`src/rtl/mem_arbiter.sv`:
```
// Round-robin arbiter sharing one fixed-latency single-port memory between
// instruction fetch and load/store, with one registered done pulse per access.
module mem_arbiter #(
    parameter int MEM_LATENCY = 1
) (
    input  logic        clk,
    input  logic        rst,
    input  logic        if_req,
    input  logic [31:0] if_addr,
    output logic        if_done,
    output logic [31:0] if_rdata,
    input  logic        d_req,
    input  logic        d_we,
    input  logic [31:0] d_addr,
    input  logic [31:0] d_wdata,
    input  logic [3:0]  d_wstrb,
    output logic        d_done,
    output logic [31:0] d_rdata,
    output logic        mem_en,
    output logic        mem_we,
    output logic [31:0] mem_addr,
    output logic [31:0] mem_wdata,
    output logic [3:0]  mem_wstrb,
    input  logic [31:0] mem_rdata,
    output logic        busy
);
    localparam int CW = $clog2(MEM_LATENCY + 1);

    typedef enum logic [1:0] {IDLE, ISSUE, WAIT, DONE} state_t;

    state_t        state_reg, state_next;
    logic [CW-1:0] cnt_reg, cnt_next;
    logic          last_data_reg, last_data_next;   // 0 = fetch was last granted
    logic          gnt_data_reg, gnt_data_next;
    logic          we_reg, we_next;
    logic          mem_en_reg, mem_en_next;
    logic          mem_we_reg, mem_we_next;
    logic [31:0]   mem_addr_reg, mem_addr_next;
    logic [31:0]   mem_wdata_reg, mem_wdata_next;
    logic [3:0]    mem_wstrb_reg, mem_wstrb_next;
    logic          if_done_reg, if_done_next;
    logic          d_done_reg, d_done_next;
    logic [31:0]   if_rdata_reg, if_rdata_next;
    logic [31:0]   d_rdata_reg, d_rdata_next;
    logic          busy_reg, busy_next;

    logic grant;
    logic win_data;
    logic last_wait;

    assign grant     = (state_reg == IDLE) && (if_req || d_req);
    assign win_data  = d_req && (!if_req || !last_data_reg);
    assign last_wait = (state_reg == WAIT) && (cnt_reg == CW'(1));

    always_ff @(posedge clk) begin
        if (rst) begin
            state_reg     <= IDLE;
            cnt_reg       <= '0;
            last_data_reg <= 1'b0;
            gnt_data_reg  <= 1'b0;
            we_reg        <= 1'b0;
            mem_en_reg    <= 1'b0;
            mem_we_reg    <= 1'b0;
            mem_addr_reg  <= 32'h0;
            mem_wdata_reg <= 32'h0;
            mem_wstrb_reg <= 4'h0;
            if_done_reg   <= 1'b0;
            d_done_reg    <= 1'b0;
            if_rdata_reg  <= 32'h0;
            d_rdata_reg   <= 32'h0;
            busy_reg      <= 1'b0;
        end else begin
            state_reg     <= state_next;
            cnt_reg       <= cnt_next;
            last_data_reg <= last_data_next;
            gnt_data_reg  <= gnt_data_next;
            we_reg        <= we_next;
            mem_en_reg    <= mem_en_next;
            mem_we_reg    <= mem_we_next;
            mem_addr_reg  <= mem_addr_next;
            mem_wdata_reg <= mem_wdata_next;
            mem_wstrb_reg <= mem_wstrb_next;
            if_done_reg   <= if_done_next;
            d_done_reg    <= d_done_next;
            if_rdata_reg  <= if_rdata_next;
            d_rdata_reg   <= d_rdata_next;
            busy_reg      <= busy_next;
        end
    end

    always_comb begin
        state_next = state_reg;
        cnt_next   = cnt_reg;
        case (state_reg)
            IDLE:  if (grant) state_next = ISSUE;
            ISSUE: begin
                state_next = WAIT;
                cnt_next   = CW'(MEM_LATENCY);
            end
            WAIT: begin
                cnt_next = cnt_reg - CW'(1);
                if (cnt_reg == CW'(1)) state_next = DONE;
            end
            DONE:    state_next = IDLE;
            default: state_next = IDLE;
        endcase
    end

    // Every output is computed one cycle ahead so that it is registered
    // and lines up with the state it belongs to.
    always_comb begin
        last_data_next = last_data_reg;
        gnt_data_next  = gnt_data_reg;
        we_next        = we_reg;
        mem_en_next    = 1'b0;
        mem_we_next    = 1'b0;
        mem_addr_next  = mem_addr_reg;
        mem_wdata_next = mem_wdata_reg;
        mem_wstrb_next = 4'h0;
        if_rdata_next  = if_rdata_reg;
        d_rdata_next   = d_rdata_reg;
        if (grant) begin
            last_data_next = win_data;
            gnt_data_next  = win_data;
            we_next        = win_data && d_we;
            mem_en_next    = 1'b1;
            mem_we_next    = win_data && d_we;
            mem_addr_next  = (win_data ? d_addr : if_addr) & 32'hFFFF_FFFC;
            mem_wdata_next = win_data ? d_wdata : 32'h0;
            mem_wstrb_next = (win_data && d_we) ? d_wstrb : 4'h0;
        end
        if (last_wait) begin
            if (!gnt_data_reg)
                if_rdata_next = mem_rdata;
            else if (!we_reg)
                d_rdata_next = mem_rdata;
        end
        if_done_next = (state_next == DONE) && !gnt_data_reg;
        d_done_next  = (state_next == DONE) && gnt_data_reg;
        busy_next    = (state_next != IDLE);
    end

    assign if_done   = if_done_reg;
    assign if_rdata  = if_rdata_reg;
    assign d_done    = d_done_reg;
    assign d_rdata   = d_rdata_reg;
    assign mem_en    = mem_en_reg;
    assign mem_we    = mem_we_reg;
    assign mem_addr  = mem_addr_reg;
    assign mem_wdata = mem_wdata_reg;
    assign mem_wstrb = mem_wstrb_reg;
    assign busy      = busy_reg;

endmodule

```
`config.mk`:
```
export PLATFORM = sky130hd
export DESIGN_NAME = mem_arbiter
export DESIGN_NICKNAME = d
export VERILOG_FILES = /design/src/rtl/mem_arbiter.sv
export SDC_FILE = /design/constraint.sdc
export NUM_CORES = 1
export LEC_CHECK = 0
export BUFFER_PORTS_ARGS = -buffer_cell sky130_fd_sc_hd__buf_2
export CAP_MARGIN = 20
export CORE_MARGIN = 4
export CORE_UTILIZATION = 46
export CTS_BUF_LIST = sky130_fd_sc_hd__clkbuf_8
export DETAILED_ROUTE_END_ITERATION = 6
export HOLD_SLACK_MARGIN = 0.05
export PLACE_DENSITY_LB_ADDON = 0.25
export SKIP_CTS_REPAIR_TIMING = 1
export SLEW_MARGIN = 5
export SYNTH_ARGS = -nofsm -noshare
export SYNTH_HDL_FRONTEND = slang
export SYNTH_SLANG_ARGS = --single-unit
```
`constraint.sdc`:
```
create_clock -name clk -period 1.6 [get_ports clk]
set_input_delay 0 -clock clk [delete_from_list [all_inputs] [get_ports clk]]
set_output_delay 0 -clock clk [all_outputs]
set_load 0.01 [all_outputs]
```
* Word-level counts from Yosys, hierarchy flattened *
Index checks and enable logic that the tools add are counted.

storage, ports and cells
  register bits after elaboration = 140
  input port bits = 137
  output and inout bits = 137
  word-level logic and storage cells = 47

operators by class
  $add $sub $neg = 1
  eq/ne operators = 4
  mux-type cells = 7
  bitwise operators = 4
  reductions and logical operators = 17

operators by type and width
  operator                                                                number
  32-bit two-way mux                                                      2
  2-bit one-hot mux with 4 select lines                                   1
  2-bit equality test (second input constant)                             3
  1-bit logical AND                                                       6
  2-bit two-way mux                                                       2
  1-bit inverter                                                          4
  2-bit nonzero test                                                      2
  3-bit AND reduction                                                     1
  3-bit OR reduction                                                      1
  2-bit by 1-bit equality test with 1-bit output (second input constant)  1
  1-bit logical NOT                                                       2
  2-bit logical NOT                                                       1
  1-bit logical OR                                                        2
  1-bit one-hot mux with 2 select lines                                   1
  2-bit AND reduction                                                     1
  2-bit OR reduction                                                      1
  1-bit two-way mux                                                       1
  1-bit subtractor (second input constant)                                1

* Longest topological paths before layout *
Gate-level depths: netlist of run 1.

  depth in word-level cells = 6
  mapped depth = 7
  mapped depth without buffers = 5

* Worst setup path after synthesis of run 1 *
Ideal clock, no wire load.

  path kind = flip-flop to flip-flop
  from = reg state_reg[0]
  to = reg mem_wdata_reg[10], in the netlist mem_wdata[10]
  setup time = 59 ps
  data arrival time = 1345 ps
  required time = 1541 ps
  slack = 196 ps
  cell stages (with the launch flop) = 8
  path buffers = 2
  period minus slack after synthesis = 1404 ps
  path through = dfxtp_1 inv_1 ha_1 o21a_1 buf_2 nor2_2 buf_2 a22o_1

between the ends
  longest elaborated chain between the ends = 2

ends and longest elaborated chain
  item                    line  text
  from (decl)             31    state_t state_reg, state_next;
  from (signal assigned)  73    state_reg <= state_next;
  2-bit logical NOT       51    assign grant = (state_reg == IDLE) && (if_req || d_req);
  1-bit logical AND       51
  to (signal assigned)    81    mem_wdata_reg <= mem_wdata_next;
  to (decl)               39    logic [31:0] mem_wdata_reg, mem_wdata_next;

Every way passes these cells.
A chain may end at the register's enable or synchronous reset.

* Worst setup path after layout of run 1 *
  from = reg state_reg[0]
  to = reg mem_addr_reg[11], in the netlist mem_addr[11]

between the ends
  longest elaborated chain between the ends = 2

ends and longest elaborated chain
  item                  line  text
  2-bit logical NOT     51
  1-bit logical AND     51
  to (signal assigned)  80    mem_addr_reg <= mem_addr_next;
  to (decl)             38    logic [31:0] mem_addr_reg, mem_addr_next;

Every way passes these cells.

==> out/metrics.yaml, run 1 <==
yosys_warnings: 0
hold_viol_final: 0
worstSetupEndpointType: "register"
rows: 37
layout_min_cycle_time_ps: 1510
hp-class: "input port to register"
via_per_inst: 5.26
grt_pass1_wl_mm: 22.6
antenna_found_initial: 0
cap_violations: 0
min_path_cells: 4
cts_num_sinks: 140
ys_seq_area_frac: 0.567
wire_per_inst_microns: 16.9
dp.cells: 934
rr_worst_depth: 6
cts_tree: "done"
p_per_area_nw_per_um2: 1310
drc: 0
die_y_microns: 112
grtUsageTotal: 0.223
numCtsBuffers: 17
synth_cell_types: 34
fin_hold_ws_ps: 118
grt_max_degree: 62
ir_drop_mv: 0.875
skew_ps: 13.4
core-area_sq_um: 10400
async_flop_share: 0
synth_flop_cell: "dfxtp_1"
ant_nets: 0
initial_core_util: 0.474
routabilityCongestion: 0.838
cts.path.max_buffers: 2
path_clk_slew_ps: 80
antenna_cells: 0
synth.area.top_cells: "dfxtp_1 57%, nand2_1 14%, a21oi_1 6.5%, a22o_1 5.8%, a311oi_1 5.3%"
die_x_microns: 112
synth_area_sq_um: 4940
drive_above_1_share: 0.330
first_pass_iters: 6
avgSynthCellArea_sq_um: 8.73
status: "finished, final reports clean"
required_ps: 1940
root_buffer: "clkbuf_8"
syn_inst: 566
wl_mm: 18.5
grt_overflow: 0
die_area_sq_um: 12500
grt_pass1_vias: 4831
drtIter0Drc: 528
worstSetupStartpointType: "register"
io_pins: 274
critPathKind: "register to register"
maxSlewViolCount: 0
area_growth_syn_to_layout_pct: 65.7
reg2reg_slack_ps: 90
synth_edf_count: 0
h-tree-depth: 4
clkLatencyLatePin_ps: 450
critPathArrivalTime_ps: 1840
p_leak_nw: 3.81
critPathMaxFanout: 31
period_share: 0.943
num_vias: 5764
synth_seq_cells: 140
nFillCells: 639
setup_viol: 0
synth_top_area_cell: "dfxtp_1"
dp_hpwl_mm: 10.3
layoutNonFillerInstCount: 1095
max_freq_ghz: 0.663
portBuffers: 267
fin_nets: 1087
synth_top_area_frac: 0.567
routing by layer:
layer | part of all wire | GRT usage | vias up
li1 | - | - | 2675
met1 | 0.37 | 0.238 | 2667
met2 | 0.50 | 0.391 | 349
met3 | 0.084 | 0.0837 | 73
met4 | 0.044 | 0.0981 | 0
met5 | 0 | 0 | -
cell type report:
type / instances / area (sq um) / share of cell area
multi-input combinational: 377 / 1940 / 0.237
sequential: 140 / 2800 / 0.342
clock inverter: 11 / 146 / 0.0179
clock buffer: 19 / 262 / 0.0319
timing repair buffer: 409 / 2860 / 0.349
inverter: 3 / 11.3 / 0.00137
tap: 136 / 170 / 0.0208
final timing paths:
check                                   from            to
worst max-delay path            state_reg[0]  mem_addr[11]
worst min-delay path                   d_req  state_reg[0]
worst max register to register  state_reg[0]  mem_addr[11]
worst min register to register  if_rdata[31]  if_rdata[31]
per-stage QoR:
step                       util  TNS [ps]  area [sq um]  setup slack, ps  total power [W]
after floorplan               -         0          4950              196          0.00610
after CTS                 0.658         0          6850             52.7           0.0102
after global routing      0.786     -55.6          8190            -41.0           0.0112
after detailed placement  0.619         0          6440             61.2          0.00726
final                     0.786         0          8190             91.4           0.0107
after global placement    0.619         0          6440              160          0.00714
worst max-delay path, cell delays in order, from the launching register on:
cell	delay (ps)
dfxtp_1	310
inv_1	100
ha_2	250
o21a_4	190
buf_12	190
nor2_1	60
a311oi_1	300
cell usage after synthesis (all sizes together) (2+ instances only):
cell / count
nand2: 188
a21oi: 64
dfxtp: 140
inv: 3
a311oi: 30
ha: 2
clkbuf: 18
nor2: 34
nor3: 2
buf: 29
and3: 4
a22o: 33
power by group:
| group | internal, W | total (W) | switching (W) |
|---|---|---|---|
| combinational | 0.00149 | 0.00335 | 0.00186 |
| clock | 0.00160 | 0.00294 | 0.00134 |
| sequential | 0.00407 | 0.00441 | 0.000341 |
| total | 0.00716 | 0.0107 | 0.00354 |
kinds of logic (layout without fill, tap and decap cells):
| group | count (synthesis) | after routing | synth area share |
|---|---|---|---|
| simple gates | 239 | 239 | 0.194 |
| flops | 140 | 140 | 0.567 |
| compound gates | 134 | 134 | 0.187 |
| buf+inv | 50 | 442 | 0.0461 |
| fa+ha+maj | 2 | 2 | 0.00506 |
| other cells | 1 | 2 | 0.000759 |
layout by cell type (no fill, tap or decap), types with 2 or more instances in the layout:
cell and count:
a21oi_1 64, a22o_1 33, a311oi_1 30, and3_1 4
buf_12 9, buf_2 266, buf_4 3, bufinv_16 3
clkbuf_8 19, clkinv_4 2, clkinvlp_4 4, conb_1 2
dfxtp_1 140, dlygate4sd3_1 130, ha_2 2, inv_1 4
nand2_1 188, nor2_1 33, nor3_1 2
No activity file was read; power rests on OpenSTA's default activity.
==> run 2, diff against run 1 <==
ABC_AREA = 1   (was unset)
CORE_UTILIZATION = 48   (was 46)
==> run 2 against run 1 <==
Against the previous run: setup slack worse by 15 ps; clock power up 2%; design area up 8.6%; synthesized area up 15%; critical endpoint is now mem_addr[6]; highest routed layer unchanged; power up 7.4%; non-clock buffer count up 11.
==> out/metrics.yaml, run 2 <==
status: "finished, final reports clean"  # unchanged
first_pass_iters: 6  # unchanged
required_ps: 1940  # about the same
antenna_found_initial: 1  # was 0
path_buf_inv: 4  # was 2
ant_nets: 0  # unchanged
worstSetupStartpointType: "register"  # unchanged
setup_slack_ps: 75.9  # was 91.4 ps
critPathKind: "register to register"  # unchanged
drc: 0  # unchanged
cts.path.max_buffers: 2  # unchanged
h-tree-depth: 4  # unchanged
synth_area_sq_um: 5670  # was 4940 sq um
area_growth_syn_to_layout_pct: 57.0  # was 65.7%
path_cells: "inv_1, ha_1, inv_1, nor2_2, buf_12, nand3_1, nand2_1, inv_1"  # was inv_1, ha_2, o21a_4, buf_12, nor2_1, a311oi_1
portBuffers: 267  # unchanged
placed_area_sq_um: 7160  # was 6440 sq um
wire_per_inst_microns: 15.6  # was 16.9 microns
dp_slack_ps: 175  # was 61.2 ps
io_pins: 274  # unchanged
fin_util: 0.776  # was 0.786
post-route-cell-area_sq_um: 8900  # was 8190 sq um
final_common_cell: "buf_2"  # unchanged
yosysMostFrequentCell: "nand2_1"  # unchanged
synth_top_area_cell: "dfxtp_1"  # unchanged
skew_ps: 9.48  # was 13.4 ps
grt_pass1_wl_mm: 24.2  # was 22.6 mm
period_share: 0.953  # was 0.943
cts_tree: "done"  # unchanged
max_freq_ghz: 0.656  # was 0.663 GHz
drtIter0Drc: 705  # was 528
fin_hold_ws_ps: 108  # was 118 ps
synth_top_area_frac: 0.494  # was 0.567
core-area_sq_um: 11500  # was 10,400 sq um
critPathArrivalTime_ps: 1860  # was 1840 ps
initial_core_util: 0.494  # was 0.474
fin_nets: 1305  # was 1,087
setup_viol: 0  # unchanged
netlist_top_cells_count: "193 x nand2_1, 140 x dfxtp_1, 136 x nor2_1"  # was 188 x nand2_1, 140 x dfxtp_1, 64 x a21oi_1
via_per_inst: 5.11  # was 5.26
cpMaxStageDelayCell: "dfxtp_1"  # unchanged
die_x_microns: 117  # was 112 microns
grt_pass1_vias: 5084  # was 4,831
synth_edf_count: 0  # unchanged
synth_seq_cells: 140  # unchanged
die_area_sq_um: 13600  # was 12,500 sq um
routabilityCongestion: 0.808  # was 0.838
cap_violations: 0  # unchanged
p_leak_nw: 4.85  # was 3.81 nW
cpMostUsedCell: "inv_1"
ir_drop_mv: 0.828  # was 0.875 mV
ys_seq_area_frac: 0.494  # was 0.567
drive_above_1_share: 0.279  # was 0.330
num_vias: 6749  # was 5,764
layout_min_cycle_time_ps: 1520  # was 1510 ps
hp-class: "input port to register"  # unchanged
root_buffer: "clkbuf_8"  # unchanged
cts_num_sinks: 140  # unchanged
wl_mm: 20.6  # was 18.5 mm
syn_inst: 783  # was 566
critPathMaxFanout: 30  # was 31
worstSetupEndpointType: "register"  # unchanged
maxSlewViolCount: 0  # unchanged
grtUsageTotal: 0.224  # was 0.223
crit_family: "buffers and inverters"  # was compound AO/OA/AOI/OAI gates
grt_max_degree: 65  # was 62
hold_viol_final: 0  # unchanged
slowest_delay_ps: 310  # about the same
p_per_area_nw_per_um2: 1290  # was 1310 nW/um^2
avgSynthCellArea_sq_um: 7.24  # was 8.73 sq um
dp_hpwl_mm: 11.3  # was 10.3 mm
async_flop_share: 0  # unchanged
path_clk_slew_ps: 70  # was 80 ps
numCtsBuffers: 17  # unchanged
rows: 39  # was 37
grt_overflow: 0  # unchanged
synth.area.top_cells: "dfxtp_1 49%, nand2_1 13%, nand3_1 11%, nor2_1 9.0%, nand3b_1 4.2%"  # was dfxtp_1 57%, nand2_1 14%, a21oi_1 6.5%, a22o_1 5.8%, a311oi_1 5.3%
final_cell_mix: "267 x buf_2, 193 x nand2_1, 140 x dfxtp_1, 134 x nor2_1, 131 x dlygate4sd3_1"  # was 266 x buf_2, 188 x nand2_1, 140 x dfxtp_1, 130 x dlygate4sd3_1, 64 x a21oi_1
synth_flop_cell: "dfxtp_1"  # unchanged
yosys_warnings: 0  # unchanged
clkLatencyLatePin_ps: 440  # was 450 ps
synth_cell_types: 22  # was 34
die_y_microns: 117  # was 112 microns
-- run 2: cell types whose count changed after synthesis, moves of 30 or more --
cell      change
a22o_1       -33
nand3b_1     +31
nand3_1     +128
o21ai_0      +34
inv_1        +42
nor2_1      +103
a21oi_1      -63
a311oi_1     -30
-- run 2: kinds of logic (layout without fill, tap and decap cells) --
group / after synthesis / count (layout) / synth area share
flops: 140 / 140 / 0.494
buf+inv: 103 / 497 / 0.0806
compound gates: 37 / 37 / 0.0331
other cells: 1 / 3 / 0.000662
simple gates: 500 / 500 / 0.387
fa+ha+maj: 2 / 2 / 0.00441
-- run 2: report_power, final --
| group | switching (W) | total [W] | internal, W | leakage [nW] |
|---|---|---|---|---|
| clock | 0.00134 | 0.00299 | 0.00165 | 0.216 |
| combinational | 0.00238 | 0.00396 | 0.00158 | 3.49 |
| sequential | 0.000359 | 0.00454 | 0.00418 | 1.14 |
-- run 2: per-stage QoR --
step                      setup TNS (ps)  std cells  power, W
after global placement                 0       1159   0.00806
after detailed placement               0       1159   0.00811
after floorplan                        0        784   0.00663
after CTS                              0       1190    0.0111
after global routing               -91.4       1322    0.0121
final                                  0       1322    0.0115
-- run 2: worst min-delay path, cell delays in order --
cell and delay [ps]:
buf_2 170, nor2_1 90, nand3_1 90, nand3_1 100
inv_1 60
-- run 2: cell type report --
cell class                      instances  area [sq um]
Multi-Input combinational cell        541          2420
Inverter                               46           175
Tap cell                              143           179
Timing Repair Buffer                  420          2900
Clock buffer                           20           275
Sequential cell                       140          2800
Fill cell                             785          2570
Clock inverter                         11           143
Antenna cell                            1          2.50
-- run 2: path summary, 6_finish.rpt --
| path | startpoint | endpoint | slack, ps | cells past startpoint |
|---|---|---|---|---|
| max | state_reg[0] | mem_addr[6] | 80 | 8 |
| min | d_req | state_reg[0] | 110 | 5 |
| max reg2reg | state_reg[0] | mem_addr[6] | 80 | 8 |
| min reg2reg | d_rdata[10] | d_rdata[10] | 460 | 2 |
-- run 2: layer usage --
metal | GRT usage | wire [microns]
met4 | 0.0948 | 792
met5 | 0 | 0
met1 | 0.281 | 7690
met2 | 0.359 | 10300
met3 | 0.0679 | 1810
==> run 3, diff against run 2 <==
BUFFER_PORTS_ARGS = -buffer_cell sky130_fd_sc_hd__buf_4   (was -buffer_cell sky130_fd_sc_hd__buf_2)
==> run 3 against run 2 <==
Against the previous run: core utilization increased by 5.8 points; largest power group unchanged; first-iteration DRC count increased by 38%; critical path type unchanged; die area unchanged; the run now ends with design-rule violations left; highest routed layer unchanged.
==> out/metrics.yaml, run 3 (synthesized netlist as in run 2, its figures left out) <==
rows: 39  # unchanged
ant_nets: 0  # unchanged
wl_mm: 22.7  # was 20.6 mm
dp_slack_ps: 190  # was 175 ps
drc: 3  # was 0
skew_ps: 11.4  # was 9.48 ps
maxSlewViolCount: 0  # unchanged
grt_max_degree: 73  # was 65
die_area_sq_um: 13600  # unchanged
p_per_area_nw_per_um2: 1280  # was 1290 nW/um^2
antenna_found_initial: 0  # was 1
die_y_microns: 117  # unchanged
final_cell_mix: "273 x buf_4, 193 x nand2_1, 140 x dfxtp_1, 134 x nor2_1, 132 x dlygate4sd3_1"  # was 267 x buf_2, 193 x nand2_1, 140 x dfxtp_1, 134 x nor2_1, 131 x dlygate4sd3_1
cts_tree: "done"  # unchanged
fin_hold_ws_ps: 318  # was 108 ps
clkLatencyLatePin_ps: 450  # was 440 ps
grt_pass1_wl_mm: 25.5  # was 24.2 mm
required_ps: 1960  # was 1940 ps
portBuffers: 267  # unchanged
cap_violations: 0  # unchanged
worstSetupStartpointType: "register"  # unchanged
setup_viol: 0  # unchanged
status: "finished, violations left"  # was finished, final reports clean
fin_nets: 1300  # was 1,305
drtIter0Drc: 972  # was 705
final_common_cell: "buf_4"  # was buf_2
power_w: 0.0122  # was 0.0115 W
setup_slack_ps: 47.6  # was 75.9 ps
violations: "design-rule violations"
core-area_sq_um: 11500  # unchanged
layoutNonFillerInstCount: 1316  # was 1,322
critPathArrivalTime_ps: 1910  # was 1860 ps
hold_viol_final: 0  # unchanged
worstSetupEndpointType: "register"  # unchanged
hp-class: "input port to register"  # unchanged
critPathMaxFanout: 32  # was 30
routabilityCongestion: 0.821  # was 0.808
max_freq_ghz: 0.644  # was 0.656 GHz
io_pins: 274  # unchanged
cts.path.max_buffers: 2  # unchanged
grt_pass1_vias: 5340  # was 5,084
layout_min_cycle_time_ps: 1550  # was 1520 ps
drive_above_1_share: 0.275  # was 0.279
path_clk_slew_ps: 80  # was 70 ps
initial_core_util: 0.494  # unchanged
die_x_microns: 117  # unchanged
p_leak_nw: 4.96  # was 4.85 nW
period_share: 0.970  # was 0.953
timing.setup.tns_ps: 0  # unchanged
via_per_inst: 5.38  # was 5.11
area_growth_syn_to_layout_pct: 68.8  # was 57.0%
dp.cells: 1153  # was 1,159
ir_drop_mv: 0.924  # was 0.828 mV
h-tree-depth: 4  # unchanged
num_vias: 7075  # was 6,749
grtUsageTotal: 0.235  # was 0.224
wire_per_inst_microns: 17.3  # was 15.6 microns
antenna_cells: 0  # was 1
cts_num_sinks: 140  # unchanged
numCtsBuffers: 17  # unchanged
first_pass_iters: 7  # was 6
dp_hpwl_mm: 11.5  # was 11.3 mm
root_buffer: "clkbuf_8"  # unchanged
critPathKind: "register to register"  # unchanged
grt_overflow: 0  # unchanged
## run 3: report_power, final
part / internal, W / switching (W)
clock: 0.00172 / 0.00136
combinational: 0.00200 / 0.00254
sequential: 0.00418 / 0.000420
## run 3: critical path, cell delays in order (launching register included)
cell and delay, ps:
dfxtp_1 390, nand2_2 100, buf_4 340, nand3_1 350
nor3_1 270
## run 3: metal layers
| layer | GRT usage | routed length [microns] | vias to the layer above |
|---|---|---|---|
| li1 | - | - | 3229 |
| met3 | 0.0824 | 2290 | 122 |
| met1 | 0.272 | 7980 | 3221 |
| met2 | 0.398 | 11200 | 503 |
| met5 | 0 | 0 | - |
| met4 | 0.0933 | 1240 | 0 |
## run 3: metrics by stage
step                      utilization  instance area, sq um
after floorplan                     -                  5670
after detailed placement        0.682                  7820
after CTS                       0.719                  8250
after global routing            0.834                  9570
final                           0.834                  9570
after global placement          0.682                  7820
## run 3: final cells by class
cell class	instances	area, sq um
fill	642	1900
sequential	140	2800
inverter	46	175
clock buffer	18	248
clock inverter	13	176
multi-input combinational	541	2420
tap	143	179
timing repair buffer	415	3570
## run 3: worst paths after layout
kind | startpoint | end | slack (ps) | cells after the start
max | gnt_data_reg | mem_wstrb[0] | 50 | 4
min reg2reg | d_rdata[10] | d_rdata[10] | 470 | 2
min | mem_rdata[5] | if_rdata[5] | 320 | 4
max reg2reg | gnt_data_reg | mem_wstrb[0] | 50 | 4
